<file path="config.mk">
export PLATFORM = sky130hd
export DESIGN_NAME = ram_arbiter
export DESIGN_NICKNAME = d
export VERILOG_FILES = /design/src/rtl/arb_pkg.sv /design/src/rtl/rr_arb2.sv /design/src/rtl/ram_arbiter.sv
export SDC_FILE = /design/constraint.sdc
export NUM_CORES = 1
export LEC_CHECK = 0
export CAP_MARGIN = 40
export CELL_PAD_IN_SITES_DETAIL_PLACEMENT = 1
export CELL_PAD_IN_SITES_GLOBAL_PLACEMENT = 1
export CORE_ASPECT_RATIO = 0.6
export CORE_MARGIN = 2
export CORE_UTILIZATION = 40
export DETAILED_ROUTE_END_ITERATION = 12
export DONT_BUFFER_PORTS = 1
export HOLD_SLACK_MARGIN = 0.12
export PLACE_DENSITY = 0.77
export RECOVER_POWER = 25
export SYNTH_ARGS = -nofsm -noshare
export SYNTH_HDL_FRONTEND = slang
export SYNTH_HIERARCHICAL = 1
export SYNTH_SLANG_ARGS = --single-unit
</file>
<file path="constraint.sdc">
create_clock -name clk -period 5.8 [get_ports clk]
set_clock_uncertainty 0.15 [all_clocks]
set_input_delay 1.16 -clock clk [delete_from_list [all_inputs] [get_ports clk]]
set_output_delay 1.16 -clock clk [all_outputs]
set_load 0.005 [all_outputs]
</file>
<file path="src/rtl/arb_pkg.sv">
// Shared encodings for the data-RAM arbiter: FSM states and requester ids.
package arb_pkg;

  typedef enum logic [1:0] {
    IDLE   = 2'd0,
    ACCESS = 2'd1,
    RESP   = 2'd2
  } state_t;

  localparam logic P0 = 1'b0;
  localparam logic P1 = 1'b1;

endpackage

</file>
<file path="src/rtl/rr_arb2.sv">
// Combinational two-request round-robin pick; a tie goes to the port that did not win last.
module rr_arb2
  import arb_pkg::*;
(
  input  logic req0,
  input  logic req1,
  input  logic last,
  output logic gnt_valid,
  output logic gnt_id
);

  always_comb begin
    gnt_valid = req0 | req1;
    gnt_id    = P0;
    if (req0 && req1) gnt_id = ~last;
    else if (req1)    gnt_id = P1;
  end

endmodule

</file>
<file path="src/rtl/ram_arbiter.sv">
// Two-port arbiter/sequencer for the single-port data RAM: grant, one RAM cycle,
// then a one-cycle ack with registered read data and an out-of-range error flag.
module ram_arbiter
  import arb_pkg::*;
#(
  parameter int depth = 128,
  parameter int bits  = 32,
  parameter int width = 32
) (
  input  logic             clk,
  input  logic             rst,
  input  logic             req0,
  input  logic             we0,
  input  logic [bits-1:0]  adr0,
  input  logic [width-1:0] din0,
  output logic             ack0,
  output logic             err0,
  output logic [width-1:0] rdata0,
  input  logic             req1,
  input  logic             we1,
  input  logic [bits-1:0]  adr1,
  input  logic [width-1:0] din1,
  output logic             ack1,
  output logic             err1,
  output logic [width-1:0] rdata1,
  output logic             ram_we,
  output logic [bits-1:0]  ram_adr,
  output logic [width-1:0] ram_din,
  input  logic [width-1:0] ram_dout
);

  // One extra bit so a depth equal to 2**bits still compares correctly.
  localparam logic [bits:0] DEPTH_X = (bits+1)'(depth);

  state_t             state, state_nx;
  logic               last;
  logic               gid;
  logic               cmd_we;
  logic [bits-1:0]    cmd_adr;
  logic [width-1:0]   cmd_din;
  logic               gnt_valid, gnt_id;
  logic               sel_we;
  logic [bits-1:0]    sel_adr;
  logic [width-1:0]   sel_din;
  logic               in_range;
  logic [width-1:0]   rd_val;

  rr_arb2 u_rr (
    .req0      (req0),
    .req1      (req1),
    .last      (last),
    .gnt_valid (gnt_valid),
    .gnt_id    (gnt_id)
  );

  always_comb begin
    sel_we  = we0;
    sel_adr = adr0;
    sel_din = din0;
    if (gnt_id == P1) begin
      sel_we  = we1;
      sel_adr = adr1;
      sel_din = din1;
    end
  end

  always_comb begin
    in_range = ({1'b0, cmd_adr} < DEPTH_X);
    rd_val   = in_range ? ram_dout : '0;
    ram_adr  = cmd_adr;
    ram_din  = cmd_din;
    ram_we   = (state == ACCESS) && cmd_we && in_range;
  end

  always_ff @(posedge clk or posedge rst) begin
    if (rst) state <= IDLE;
    else     state <= state_nx;
  end

  always_comb begin
    state_nx = state;
    case (state)
      IDLE:    if (gnt_valid) state_nx = ACCESS;
      ACCESS:  state_nx = RESP;
      RESP:    state_nx = IDLE;
      default: state_nx = IDLE;
    endcase
  end

  // Command latch and per-port response registers; the idle port's rdata is left alone.
  always_ff @(posedge clk or posedge rst) begin
    if (rst) begin
      last    <= P1;
      gid     <= P0;
      cmd_we  <= 1'b0;
      cmd_adr <= '0;
      cmd_din <= '0;
      ack0    <= 1'b0;
      ack1    <= 1'b0;
      err0    <= 1'b0;
      err1    <= 1'b0;
      rdata0  <= '0;
      rdata1  <= '0;
    end else begin
      case (state)
        IDLE: begin
          if (gnt_valid) begin
            gid     <= gnt_id;
            cmd_we  <= sel_we;
            cmd_adr <= sel_adr;
            cmd_din <= sel_din;
          end
        end
        ACCESS: begin
          if (gid == P0) begin
            rdata0 <= rd_val;
            err0   <= ~in_range;
            ack0   <= 1'b1;
          end else begin
            rdata1 <= rd_val;
            err1   <= ~in_range;
            ack1   <= 1'b1;
          end
        end
        RESP: begin
          last <= gid;
          ack0 <= 1'b0;
          ack1 <= 1'b0;
          err0 <= 1'b0;
          err1 <= 1'b0;
        end
        default: ;
      endcase
    end
  end

endmodule

</file>
==> impl_results.md, run 1 <==
* Result of the run: complete, but fails checks
* Failing checks: capacitance limit, slew limit
* Final Cell Area at 7241 um^2
* Worst-skew pair later-pin latency at ~410 ps
* PortBufs at 0
* Total negative slack at 0 ps
* DRC at 0
* Hold Slack at between 300 and 400 ps
* CP Depth at 4
* Commonest non-fill, non-tap cells in the layout: dfrtp_1, nand4_1, nor2_1, nand2_1
* Fin. max-slew vios at 67
* Sw frac at about two fifths
* Post-CTS Setup Bufs at 0
* Hold Path Class: reg2reg
* Tcrit/Tclk final at between 60% and 70%
* Sequential share of the synthesized area at 51.61%
* Routed vias/inst at 6.015
* Tmin final at 3761 ps
* DP Area at between 6000 and 7000 um^2
* Clock Pin Slew Worst Setup and Hold Paths at roughly 60 ps
* Final Wtd Congestion at around 0.83
* Internal Power at 2.191 mW
* Mapped Avg Cell Area at between 9 and 10 um^2
* DP HPWL at 13730 um
* Final WL at 20000 um
* Req. time, crit path at approximately 6000 ps
* Clock Tree Buf Depth at 2
* Element type at the critical path end: flip-flop
* Overflow after GRT at 0
* CTS tree: yes
* Row Count at 36
* Flop pwr share at around 43%
* Initial antenna violation count at 0
* Crit path buffers/inverters at 1
* Synth unique cells at 32
* Synth Instances at roughly 670
* CTS Hold Bufs at 0
* Leakage at 2.822 nW
* # setup viols final at 0
* Psw at around 1.4 mW
* Pin count of the biggest net entering global routing at 94
* Hold Vio Cnt, Final at 0
* Initial Util at approximately 41%
* Slew headroom at -92.75%
* CTS resizes at 0
* Cell Area, Synth at 6645 um^2
* Final Util at about 45%
* RSZ-0062 raised after global routing: no
* Max_cap viols at 1
* Peak Freq at ~270 MHz
* GRT Resource Usage Total at between 20 and 25%
* Ports at 299
* Root Driver: clkbuf_16
* Delay-heaviest family, CP: buffers and inverters
* CP Class: reg2reg
* Worst-Margin Slew at slightly below 3000 ps
* DR iter-0 viols at about 380
* Routed vias at 5239
* Net count after synthesis at around 840
* Initial DRT Pass Iterations at 5
* Die Area at roughly 18000 um^2
* CTS Sinks at 137
* Post-route ant nets at 0
* Die width at 170.4 um
* Most common cell after layout, fill and taps aside: dfrtp_1
* Proportion of layout cells with a drive suffix above 1 at slightly below 10%
* Total power per unit cell area at roughly 500 nW/um^2
* CTS H-Tree Depth at 4
* Number of antenna diodes at 0
* CP cell instances: nor4_4, clkbuf_1, nand4_1, o21ai_1
* Critical Path AT at a little under 4000 ps
* Drt wl/cell at approximately 23 um
* Num CTS Buffers at 17
* Comb pwr share at between 20% and 30%
* Final setup margin at roughly 2000 ps
* Kind of start point of the critical path: flip-flop
* Synthesized flop and latch total at approximately 140
* First-pass GRT wire length at around 31000 um
* CP max FO at 66
* Worst Hold Path Cells at 2
* Layout area overhead at 8.962%
* Largest stage delay, worst path at 2050 ps
* Worst vdd ir at 259.5 uV
* Die height at roughly 100 um
* Core area at roughly 16000 um^2
* Critical-path top delay cell: clkbuf_1
* Worst Reg2Reg Path Length in Cells at 4
* Nets at roughly 800
* Post-place setup slack at 2424 ps
* Number of global-route vias before repair at 5326
* Power share of the clock group at 31.0%
* Yosys warnings at 6
[logic make-up (layout without fill, tap and decap cells)]
group           after synthesis  in the layout  share of synthesized area, %
buf+inv                      75             49                         6.458
mux                          67             67                         10.13
compound gates              136            136                         10.96
flops                       137            137                         51.61
simple gates                254            254                         20.84
[stage by stage]
step                      power (mW)  cells
final                          3.597    871
after global placement         2.421    839
after CTS                      3.627    871
after global routing           3.814    871
after floorplan                2.221    669
after detailed placement       2.507    839
[path summary, 6_finish.rpt]
check                                        start                endpoint  slack, ps
min reg2reg                  rdata0[4]$_DFFE_PP0P_   rdata0[4]$_DFFE_PP0P_        360
max reg2reg                ram_adr[19]$_DFFE_PP0P_   rdata0[8]$_DFFE_PP0P_       2040
max                        ram_adr[19]$_DFFE_PP0P_   rdata0[8]$_DFFE_PP0P_       2040
min in group asynchronous                      rst  ram_din[2]$_DFFE_PP0P_        640
max in group asynchronous                      rst  rdata0[25]$_DFFE_PP0P_       3740
min                          rdata0[4]$_DFFE_PP0P_   rdata0[4]$_DFFE_PP0P_        360
[power by group through the flow]
stage | Combinational [mW] | Sequential (mW) | Clock [mW]
floorplan | 0.795 | 1.43 | 0
global placement | 0.882 | 1.54 | 0
detailed placement | 0.951 | 1.56 | 0
CTS | 0.950 | 1.54 | 1.14
global route | 1.06 | 1.57 | 1.18
finish | 0.946 | 1.54 | 1.11
[area by class of cell]
class,count,area (um^2)
tap,228,285.3
multi-input combinational,457,2806
clock inverter,14,172.7
inverter,3,16.27
sequential,137,3430
fill,1806,9020
timing repair buffer,14,101.3
clock buffer,18,429.2
[worst reg2reg max path: stages (launching register included)]
cell and delay, ps:
dfrtp_1 460, nor4_4 300, clkbuf_1 2050, nand4_1 440, o21ai_1 260
[state kept, by name, summed over array words and instances, names as in the netlist, 2 cells and up]
register  count
state         2
rdata0       32
ram_din      32
rdata1       32
ram_adr      32
[synthesized netlist by cell type]
library cell / number / share of area [%]
a21boi_1: 1 / 0.11
a21oi_1: 65 / 4.9
a2bb2oi_1: 2 / 0.26
and3b_1: 1 / 0.13
buf_1: 2 / 0.11
buf_2: 40 / 3.0
buf_4: 12 / 1.4
buf_6: 7 / 1.2
clkbuf_1: 11 / 0.62
dfrtp_1: 136 / 51
dfstp_2: 1 / 0.40
inv_1: 3 / 0.17
mux2_2: 2 / 0.34
mux2i_1: 65 / 9.8
nand2_1: 67 / 3.8
nand2b_1: 1 / 0.094
nand3_1: 1 / 0.075
nand3b_1: 1 / 0.11
nand4_1: 68 / 6.4
nor2_1: 67 / 3.8
nor2b_1: 2 / 0.19
nor3_1: 2 / 0.15
nor3b_2: 2 / 0.38
nor4_1: 5 / 0.47
nor4_2: 1 / 0.19
nor4_4: 2 / 0.64
nor4b_1: 32 / 4.2
o21ai_0: 7 / 0.53
o21ai_1: 51 / 3.8
o21ai_2: 10 / 1.3
or2_1: 1 / 0.094
or3b_1: 1 / 0.13
[per-layer routing]
| layer | routed length (um) | global-route usage, % | part of all wire, % |
|---|---|---|---|
| met1 | 8743 | 30.27 | 44 |
| met2 | 9570 | 35.45 | 48 |
| met3 | 1481 | 7.260 | 7.4 |
| met4 | 207 | 5.311 | 1.0 |
| met5 | 0 | 0 | 0 |
Power figures use the tool's default switching activity.
==> run 2, diff against run 1 <==
==> constraint.sdc (replaced) <==
create_clock -name clk -period 3.7 [get_ports clk]
set_clock_uncertainty 0.15 [all_clocks]
set_input_delay 0.74 -clock clk [delete_from_list [all_inputs] [get_ports clk]]
set_output_delay 0.74 -clock clk [all_outputs]
set_load 0.005 [all_outputs]
==> impl_results.md, run 2 (synthesis gave the netlist of run 1 again) <==
* Worst-skew pair later-pin latency at a little over 400 ps
* Die Area at about 18000 um^2
* Setup slack, reg-to-reg at 1530 ps
* DR iter-0 viols at 363
* Post-place setup slack at 1181 ps
* Largest stage delay, worst path at 500 ps
* Final setup margin at 1064 ps
* CTS tree: yes
* Crit path buffers/inverters at 0
* Overflow after GRT at 0
* CP max FO at 3
* Most common cell after layout, fill and taps aside: dfrtp_1
* Element type at the critical path end: output pin
* Worst vdd ir at approximately 500 uV
* Final Wtd Congestion at ~0.8
* Initial Util at 40.87%
* Reg2reg start: last$_DFFE_PP1P_
* Critical-path top delay cell: nor3_1
* CP Depth at 3
* Final WL at 19580 um
* Leakage at 2.835 nW
* CTS H-Tree Depth at 4
* Pin count of the biggest net entering global routing at ~140
* Commonest non-fill, non-tap cells in the layout: dfrtp_1, nand4_1, nor2_1, nand2_1
* DRC at 0
* Die width at 170.4 um
* Tmin final at approximately 2600 ps
* Clock Pin Slew Worst Setup and Hold Paths at around 60 ps
* RSZ-0062 raised after global routing: no
* Routed vias/inst at 5.987
* First-pass GRT wire length at between 30000 and 40000 um
* Setup crit start: ram_adr[20]$_DFFE_PP0P_
* Cell mode on critical path: nor3_1
* Worst-Margin Slew at 1880 ps
* Num CTS Buffers at 17
* Total power per unit cell area at a little under 800 nW/um^2
* Delay-heaviest family, CP: simple AND/OR/NAND/NOR gates
* Routed vias at ~5.2k
* Max_cap viols at 1
* Result of the run: complete, but fails checks
* Proportion of layout cells with a drive suffix above 1 at around a tenth
* Row Count at 36
* Worst Hold Path Cells at 2
* Final Util at roughly 45%
* CTS Hold Bufs at 0
* CTS Sinks at 137
* Root Driver: clkbuf_16
* Critical Path AT at approximately 1800 ps
* FF-to-FF End: ram_adr[18]$_DFFE_PP0P_
* Core area at 16260 um^2
* Nets at ~800
* Initial antenna violation count at 0
* Req. time, crit path at around 2800 ps
* Fin. max-slew vios at 138
* Tcrit/Tclk final at between 70% and 80%
* Initial DRT Pass Iterations at 6
* Peak Freq at 379.4 MHz
* CP Class: reg2out
* CP cell instances: nor3_1, nand3_1, nor3_1
* Kind of start point of the critical path: flip-flop
* Failing checks: capacitance limit, slew limit
* Hold Vio Cnt, Final at 0
* Slew headroom at -25.34%
* Post-route ant nets at 0
* # setup viols final at 0
* Number of antenna diodes at 0
* Critical path destination: ram_we
* GRT Resource Usage Total at about 22%
* Post-CTS Setup Bufs at 0
* Ports at between 200 and 300
* Hold path start: rdata0[16]$_DFFE_PP0P_
* CTS resizes at 0
* Total negative slack at 0 ps
* Number of global-route vias before repair at between 5k and 6k
* Clock Tree Buf Depth at 2
* DP HPWL at about 13000 um
* Worst Reg2Reg Path Length in Cells at 4
* Hold Path Class: reg2reg
* Drt wl/cell at 22.51 um
* PortBufs at 0
* Die height at 103.8 um
* Layout area overhead at 9.396%
run 2: worst min path at each step:
stage                              endpoint  slack [ps]
global route        ram_din[12]$_DFFE_PP0P_         390
floorplan            rdata0[28]$_DFFE_PP0P_         320
CTS                  ram_din[7]$_DFFE_PP0P_         310
detailed placement   rdata0[16]$_DFFE_PP0P_         360
finish               rdata0[16]$_DFFE_PP0P_         370
global placement     rdata1[31]$_DFFE_PP0P_         350
run 2: cell type report:
class                      count  area [um^2]
sequential                   137         3430
clock buffer                  18        429.2
multi-input combinational    457         2810
timing repair buffer          15        125.1
tap                          228        285.3
fill                        1782         8991
clock inverter                12        177.7
inverter                       3        12.51
run 2: power by group:
part	internal, mW	switching [mW]
clock	1.12	0.649
combinational	0.462	1.02
sequential	1.92	0.486
run 2: worst reg2reg max path, stage by stage, from the launching register on:
cell	delay (ps)
dfstp_2	380
a21boi_4	570
buf_4	530
mux2i_1	300
a21oi_1	100
run 2: layer usage:
| layer | vias up | GRT usage (%) | part of all wire [%] |
|---|---|---|---|
| li1 | 2322 | - | - |
| met1 | 2640 | 28.89 | 43 |
| met2 | 225 | 35.13 | 49 |
| met3 | 22 | 6.840 | 7.9 |
| met4 | 0 | 6.349 | 1.0 |
| met5 | - | 0 | 0 |
run 2: stage by stage:
| stage | instances | hold slack, ps | cell area [um^2] | power (mW) |
|---|---|---|---|---|
| finish | 870 | 372.4 | 7269 | 5.658 |
| global route | 870 | 385.2 | 7269 | 5.989 |
| CTS | 870 | 305.2 | 7284 | 5.713 |
| detailed placement | 840 | 356.5 | 6678 | 3.925 |
| global placement | 840 | 351.3 | 6678 | 3.807 |
| floorplan | 669 | 321.0 | 6649 | 3.482 |
==> run 3, diff against run 2 <==
==> constraint.sdc (replaced) <==
create_clock -name clk -period 2.56 [get_ports clk]
set_clock_uncertainty 0.15 [all_clocks]
set_input_delay 0.512 -clock clk [delete_from_list [all_inputs] [get_ports clk]]
set_output_delay 0.512 -clock clk [all_outputs]
set_load 0.005 [all_outputs]
==> impl_results.md, run 3 (synthesis gave the netlist of run 1 again) <==
* Final Cell Area at about 7300 um^2
* Placed cells at 845
* Proportion of layout cells with a drive suffix above 1 at 10.77%
* Pin count of the biggest net entering global routing at 93
* Number of global-route vias before repair at around 5.4k
* Die Area at 17690 um^2
* Result of the run: completed
* CP max FO at 3
* Routed vias/inst at ~6
* Total power per unit cell area at approximately 1100 nW/um^2
* Routed vias at about 5.1k
* Post-route ant nets at 0
* Non-Filler Instances at roughly 880
* # setup viols final at 0
* Final Util at between 40 and 50%
* Tcrit/Tclk final at approximately 93%
* Hold Slack at between 150 and 200 ps
* Final setup margin at between 150 and 200 ps
* Drt wl/cell at around 22 um
* Final Wtd Congestion at approximately 0.8
* Peak Freq at 420.3 MHz
* First-pass GRT wire length at approximately 30000 um
* Layout area overhead at 10.45%
* Die width at 170.4 um
* Slew headroom at approximately a third
* Power, Total at 8.107 mW
* Core area at 16260 um^2
* Root Driver: clkbuf_16
* Nets at 803
* DP Area at roughly 6800 um^2
* Final WL at slightly below 20000 um
* Hold path start: din0[6]
* Kind of start point of the critical path: flip-flop
* Total negative slack at 0 ps
* Reg2reg start: ram_adr[27]$_DFFE_PP0P_
* RSZ-0062 raised after global routing: no
* Most common cell after layout, fill and taps aside: dfrtp_1
* Setup crit start: ram_adr[27]$_DFFE_PP0P_
* Hold Vio Cnt, Final at 0
* Post-CTS Setup Bufs at 0
* Num CTS Buffers at 17
* Tmin final at approximately 2400 ps
* Die height at just over 100 um
* Worst-skew pair later-pin latency at a little over 400 ps
* Initial DRT Pass Iterations at 5
* Hold endpoint: ram_din[6]$_DFFE_PP0P_
* Worst vdd ir at 685.2 uV
* Element type at the critical path end: output pin
* Overflow after GRT at 0
* Critical Path AT at approximately 1700 ps
* Clock Tree Buf Depth at 2
* Commonest non-fill, non-tap cells in the layout: dfrtp_1, nand4_1, nor2_1, nand2_1
* Setup slack, reg-to-reg at approximately 420 ps
* Initial antenna violation count at 0
* FF-to-FF End: rdata0[19]$_DFFE_PP0P_
* Filler cell count in the final layout at 1765
* PortBufs at 0
* CTS H-Tree Depth at 4
* Worst-Margin Slew at 971.5 ps
* DRC at 0
* Worst Hold Path Cells at 2
* Req. time, crit path at 1900 ps
* Fin. max-slew vios at 0
* DP HPWL at approximately 13000 um
* Worst Reg2Reg Path Length in Cells at 4
* Max_cap viols at 0
* Ports at ~300
* Leakage at 2.852 nW
* CTS Sinks at around 140
* Hold Path Class: in2reg
* Row Count at 36
* GRT Resource Usage Total at 21.50%
* CTS tree: yes
* Initial Util at ~41%
* DR iter-0 viols at about 260
* Post-place setup slack at about 430 ps
* Clock Pin Slew Worst Setup and Hold Paths at approximately 60 ps
* CP Class: reg2out
* Number of antenna diodes at 0
run 3: changes by cell type in the layout (fill, tap and decap cells not counted), moves of 2 or more:
cell	delta
buf_12	+4
clkinvlp_4	+4
inv_6	+3
buf_4	+2
bufinv_16	-2
clkinv_2	-2
clkinv_4	-2
run 3: critical path: stages, from the launching register on:
cell and delay (ps):
dfrtp_1 430, nor4_4 380, nand4_1 130, nor3_1 220
buf_4 150
run 3: report_power, final:
| group | switching, mW | total [mW] | internal, mW |
|---|---|---|---|
| Clock | 0.974 | 2.42 | 1.45 |
| Combinational | 1.49 | 2.22 | 0.731 |
| Sequential | 0.693 | 3.47 | 2.77 |
| Total | 3.16 | 8.11 | 4.95 |
run 3: timing repair:
action | 4_1_cts | 5_1_grt
setup endpoints to repair | 0 | 0
gates resized for setup | 0 | 0
hold endpoints to repair | 17 | 0
hold buffers | 1 | 0
run 3: final cells by class:
type	count	area, um^2	area share, %
Timing Repair Buffer	21	222.7	3.034
Clock inverter	13	146.4	1.995
Sequential cell	137	3430	46.73
Inverter	3	12.51	0.1705
Multi-Input combinational cell	457	2810	38.29
Tap cell	228	285.3	3.887
Clock buffer	19	432.9	5.898
run 3: how the worst max path moves through the flow:
stage                                   endpoint  cells past startpoint
after floorplan                 ack0$_DFFE_PP0P_                      1
after global placement    rdata0[19]$_DFFE_PP0P_                      4
after detailed placement        err1$_DFFE_PP0P_                      4
after CTS                                 ram_we                      4
after global routing                      ram_we                      4
final                                     ram_we                      4
run 3: metal layers:
metal	wire length, um	track usage, %	up-vias
met5	0	0	-
met4	260	6.654	0
met3	1452	6.190	20
met2	9237	35.22	200
met1	8389	27.50	2547
li1	-	-	2349
